--- src/rtl/fft_pingpong_ram.sv ---
// Double-buffered frame RAM: one bank fills from the sample stream while the
// other bank is read back in natural or bit-reversed order.
module fft_pingpong_ram #(
  parameter int unsigned NB     = 16,
  parameter int unsigned LOGN   = 6,
  parameter bit          BITREV = 1'b1
) (
  input  logic          CLK,
  input  logic          RSTN,
  input  logic          ED,
  input  logic          START,
  input  logic [NB-1:0] DI,
  output logic [NB-1:0] DO,
  output logic          DV,
  output logic          RDY
);

  localparam int unsigned N    = 2 ** LOGN;
  localparam int unsigned AW   = LOGN + 1;
  localparam logic [LOGN-1:0] LAST = LOGN'(N - 1);

  typedef enum logic {
    S_IDLE  = 1'b0,
    S_WRITE = 1'b1
  } state_t;

  state_t state;
  state_t state_nxt;

  logic [LOGN-1:0] wcnt;
  logic            wbank;
  logic [LOGN-1:0] rcnt;
  logic            rd_act;
  logic [LOGN-1:0] raddr;
  logic            rbank;
  logic            rv1;
  logic            rf1;

  logic            wr_en_c;
  logic            swap_c;
  logic [LOGN-1:0] waddr_c;
  logic [LOGN-1:0] rcnt_br_c;

  logic [NB-1:0] mem [2*N];

  // Write-side control: a START always restarts the frame at address 0.
  always_comb begin
    state_nxt = state;
    wr_en_c   = 1'b0;
    swap_c    = 1'b0;
    waddr_c   = wcnt;
    if (START) begin
      state_nxt = S_WRITE;
      wr_en_c   = 1'b1;
      waddr_c   = '0;
    end else if (state == S_WRITE) begin
      wr_en_c   = 1'b1;
      swap_c    = (wcnt == LAST);
    end
  end

  always_ff @(posedge CLK or negedge RSTN) begin
    if (!RSTN) begin
      state <= S_IDLE;
    end else if (ED) begin
      state <= state_nxt;
    end
  end

  // Write counter and bank select; the bank flips when a frame completes.
  always_ff @(posedge CLK or negedge RSTN) begin
    if (!RSTN) begin
      wcnt  <= '0;
      wbank <= 1'b0;
    end else if (ED && wr_en_c) begin
      if (swap_c) begin
        wcnt  <= '0;
        wbank <= ~wbank;
      end else begin
        wcnt  <= waddr_c + LOGN'(1);
      end
    end
  end

  always_ff @(posedge CLK) begin
    if (ED && wr_en_c) begin
      mem[AW'({wbank, waddr_c})] <= DI;
    end
  end

  always_comb begin
    rcnt_br_c = '0;
    for (int i = 0; i < int'(LOGN); i++) begin
      rcnt_br_c[i] = rcnt[int'(LOGN) - 1 - i];
    end
  end

  // Read counter: a swap on the last read reloads with no bubble.
  always_ff @(posedge CLK or negedge RSTN) begin
    if (!RSTN) begin
      rcnt   <= '0;
      rd_act <= 1'b0;
    end else if (ED) begin
      if (swap_c) begin
        rcnt   <= '0;
        rd_act <= 1'b1;
      end else if (rd_act) begin
        if (rcnt == LAST) begin
          rcnt   <= '0;
          rd_act <= 1'b0;
        end else begin
          rcnt   <= rcnt + LOGN'(1);
        end
      end
    end
  end

  // The read bank travels with raddr so a swap cannot disturb the last read.
  always_ff @(posedge CLK or negedge RSTN) begin
    if (!RSTN) begin
      raddr <= '0;
      rbank <= 1'b0;
      rv1   <= 1'b0;
      rf1   <= 1'b0;
    end else if (ED) begin
      raddr <= BITREV ? rcnt_br_c : rcnt;
      rbank <= ~wbank;
      rv1   <= rd_act;
      rf1   <= rd_act && (rcnt == '0);
    end
  end

  always_ff @(posedge CLK or negedge RSTN) begin
    if (!RSTN) begin
      DO  <= '0;
      DV  <= 1'b0;
      RDY <= 1'b0;
    end else if (ED) begin
      DO  <= mem[AW'({rbank, raddr})];
      DV  <= rv1;
      RDY <= rf1;
    end
  end

endmodule

--- config.mk ---
export PLATFORM = sky130hd
export DESIGN_NAME = fft_pingpong_ram
export DESIGN_NICKNAME = d
export VERILOG_FILES = /design/src/rtl/fft_pingpong_ram.sv
export SDC_FILE = /design/constraint.sdc
export NUM_CORES = 2
export LEC_CHECK = 0
export BUFFER_PORTS_ARGS = -buffer_cell sky130_fd_sc_hd__clkbuf_2
export CAP_MARGIN = 25
export CORE_UTILIZATION = 46
export DETAILED_ROUTE_END_ITERATION = 8
export PLACE_DENSITY = 0.62
export SLEW_MARGIN = 10
export SYNTH_ARGS = -nofsm -noshare
export SYNTH_HDL_FRONTEND = slang
export SYNTH_SLANG_ARGS = --single-unit
export TNS_END_PERCENT = 50
--- constraint.sdc ---
create_clock -name CLK -period 9.8 [get_ports CLK]
set_input_delay 0.98 -clock CLK [delete_from_list [all_inputs] [get_ports CLK]]
set_output_delay 0.98 -clock CLK [all_outputs]
set_load 0.02 [all_outputs]
==> impl_results.md <==
* Synth cell types at 60
* Syn nets at 4106
* FFs w/ async S/R, synth at 2.010%
* Number of synthesized flops with an enable pin at 2048
* Final Wtd Congestion at 0.9609
* Post-Route WL at 205600 um
* 1st-iter DRT viols at 4932
* LEAKAGE at 27.54 nW
* Site Rows at 154
* Initial Util at 46.32%
* Total power draw at 18.10 mW
* Width of the die at 423.4 um
* Status: finished, final reports clean
* Fillers at 13790
* Core ar. at 176300 um2
* Clk Latency, worst-skew pair at 0.85 ns
* Die height at 423.4 um
* Clock sink count at 2090
* Drt via density at 5.971
* Vias at 40690
* Synth area leader: edfxtp_1
* Final core utilization at 52.12%
* Yosys warnings at 0
* Final Cycle Share at 46.64%
* CTS Hold Buffers Added at 0
* Fmax at 0.2188 GHz
* Overflow after GRT at 0
* Post-synthesis compound-gate area fraction at 3.976%
* Worst Setup End Kind: register
* Unrepaired setup endpoints after global routing: false
* Clock transition at path regs at 0.06 ns
* #FFs+latches synth at 2090
* Crit path DAT at 5.35 ns
* Final Non-Filler Cells at 6814
* Root Buffer: clkbuf_16
* Via count of the first global-routing pass at 40320
* CTS buffer count at 209
* Share of post-route cells with drive strength above 1 at 21.24%
* CP startpoint kind: register
* Sequential-to-total area share from yosys stat at 76.59%
* Max Cap Viol at 0
* Setup TNS Final at 0 ns
* CTS resizes at 0
* R2r startpoint: raddr[0]
* I/O pins at 38
* WL per Instance at 30.17 um
* Main combinational cell family by area after synthesis: multiplexers
* Area occupied by multi-input gates at 17490 um2
* Setup-failing EPs final at 0
* Area contributors post-synth: edfxtp_1, mux4_2, mux2i_1
* First-pass GRT wire length at 295900 um
* CTS tree: yes
* Worst vdd ir at 0.0001709 V
* Placed cell count at 6424
* DP HPWL at 122800 um
* Mux cell area share after synthesis at 14.42%
* Gate Count Post-Synth at 4083
* # port buffers at 37
* Crit path from: raddr[0]
* Largest net degree at the start of global routing at 102
* Primary FF master, synth: edfxtp_1
* Worst-margin pin slew at 1.118 ns
* Slew Viols, Final at 0
* PwrDens at 197.0 nW/um2
* Area Overhead vs Synth at 12.51%
* Share of the synthesized area in the top cell type at 75.30%
* Hold Vio Cnt, Final at 0
* Post-Synth Simple-Gate Area at 2.790%
* DIE AREA at 179200 um2
* TritonRoute pass-1 iters at 6
* Residual DRC count at 0
* ANT nets after route at 0
* Maximum fanout along the worst path at 55
* Clk_skew at 0.04767 ns
* Worst min path class: input port to async pin
* NumNets Final at 4320
* Clk buf depth at 3
* # H-tree levels at 4
* XOR/XNOR Fraction of Synth Area at 0.02145%
* FF/Latch Area at 62570 um2
* Post-Syn Area at 81670 um2
* Syn avg cell area at 20.00 um2
* WP data required at 10.58 ns
* Crit path time final at 4.571 ns
* Tot GR Track Use at 22.95%
* Adder-Cell Fraction of Synth Area at 0.04596%
* CP Class: register to register
* Pre-CTS WS at 5.128 ns
* Max-slew headroom at 24.65%
* Final worst slack at 5.229 ns
* Initial antenna violation count at 9
* Post-CTS Setup Inserts at 0
-- power breakdown --
| group | total, mW | internal (mW) | switching, mW | leakage, nW |
|---|---|---|---|---|
| Combinational | 0.300 | 0.0459 | 0.254 | 5.27 |
| Sequential | 9.87 | 9.84 | 0.0239 | 18.9 |
| Clock | 7.94 | 4.54 | 3.40 | 3.33 |
| Total | 18.1 | 14.4 | 3.68 | 27.5 |
-- metrics by stage --
| step | instance area [um2] | hold slack, ns |
|---|---|---|
| 2_1_floorplan | 81670 | 0.4735 |
| 3_3_place_gp | 84840 | 0.4940 |
| 3_5_place_dp | 84980 | 0.5051 |
| 4_1_cts | 91850 | 0.1722 |
| 5_1_grt | 91880 | 0.2145 |
| 6_report | 91880 | 0.2098 |
-- cell usage after synthesis (all sizes together) (8+ instances only) --
cell and number:
a21oi 64, inv 16, o32ai 10, o41ai 16, o21ai 60, mux2 47, a211oi 56, o22ai 105
buf 158, nand3 24, a22oi 57, dfrtp 42, o2111ai 9, mux4 310, mux2i 423, nor4 34
nand4 8, clkbuf 87, o221ai 34, nand2b 10, edfxtp 2048, nor2b 68, a221oi 21, a22o 10
nor3 52, nor2 214, nand2 64
-- sequential cells by signal (all words and copies together) (netlist names), 6 cells and up --
| name | count |
|---|---|
| mem | 2048 |
| DO | 16 |
| wcnt | 6 |
| rcnt | 6 |
| raddr | 6 |
-- layout make-up --
class	instances	area share [%]
diodes	2	0.005447
clock buffers	253	5.895
clock inverters	133	1.578
inverters	16	0.06536
multi-input cells	1732	19.04
flip-flops and latches	2090	68.09
well taps	2340	3.186
repair buffers	248	2.143
-- worst paths after layout --
kind | slack [ns] | end | cells past startpoint
min reg2reg | 0.51 | DV | 1
max in group asynchronous | 9.03 | raddr[3] | 2
max | 5.23 | DO[12] | 9
min in group CLK | 0.51 | DV | 1
max reg2reg | 5.23 | DO[12] | 9
min | 0.21 | RDY | 2
-- logic make-up after synthesis --
logic type / Yosys count
buffers and inverters: 261
and+or+nand+nor: 489
AOI/OAI and AO/OA: 458
xor gates and xnor gates: 2
adders and majority gates: 3
DFF: 2090
muxes: 780
-- placed cells by master, fill, tap and decap left out, drive strengths merged, types with 34 or more instances in the layout --
master	synthesis	final
nand2	64	64
dfrtp	42	42
clkbuf	87	274
buf	158	227
nor4	34	34
mux4	310	310
nor2	214	214
o221ai	34	34
edfxtp	2048	2048
nor3	52	52
o21ai	60	60
clkinv	0	99
o22ai	105	105
a211oi	56	56
a21oi	64	64
mux2i	423	423
a22oi	57	57
nor2b	68	68
mux2	47	47
-- worst max-delay path, cell delays in order, from the launching register on --
cell and delay (ns):
dfrtp_4 0.89, buf_4 0.62, buf_4 0.87, mux2i_1 0.19, o22ai_1 0.25, o41ai_1 0.11, buf_4 0.20, o22ai_1 0.71
nand3_1 0.41, nand3_1 0.18
-- layer usage --
metal  GRT usage (%)  wire, um  part of all wire, %  up-vias
li1                -         -                    -    17260
met1           32.48     86070                   42    21480
met2           35.53     96760                   47     1651
met3           3.858     14250                  6.9      299
met4           9.314      8535                  4.2        0
met5               0         0                    0        -
Power figures use the tool's default switching activity.
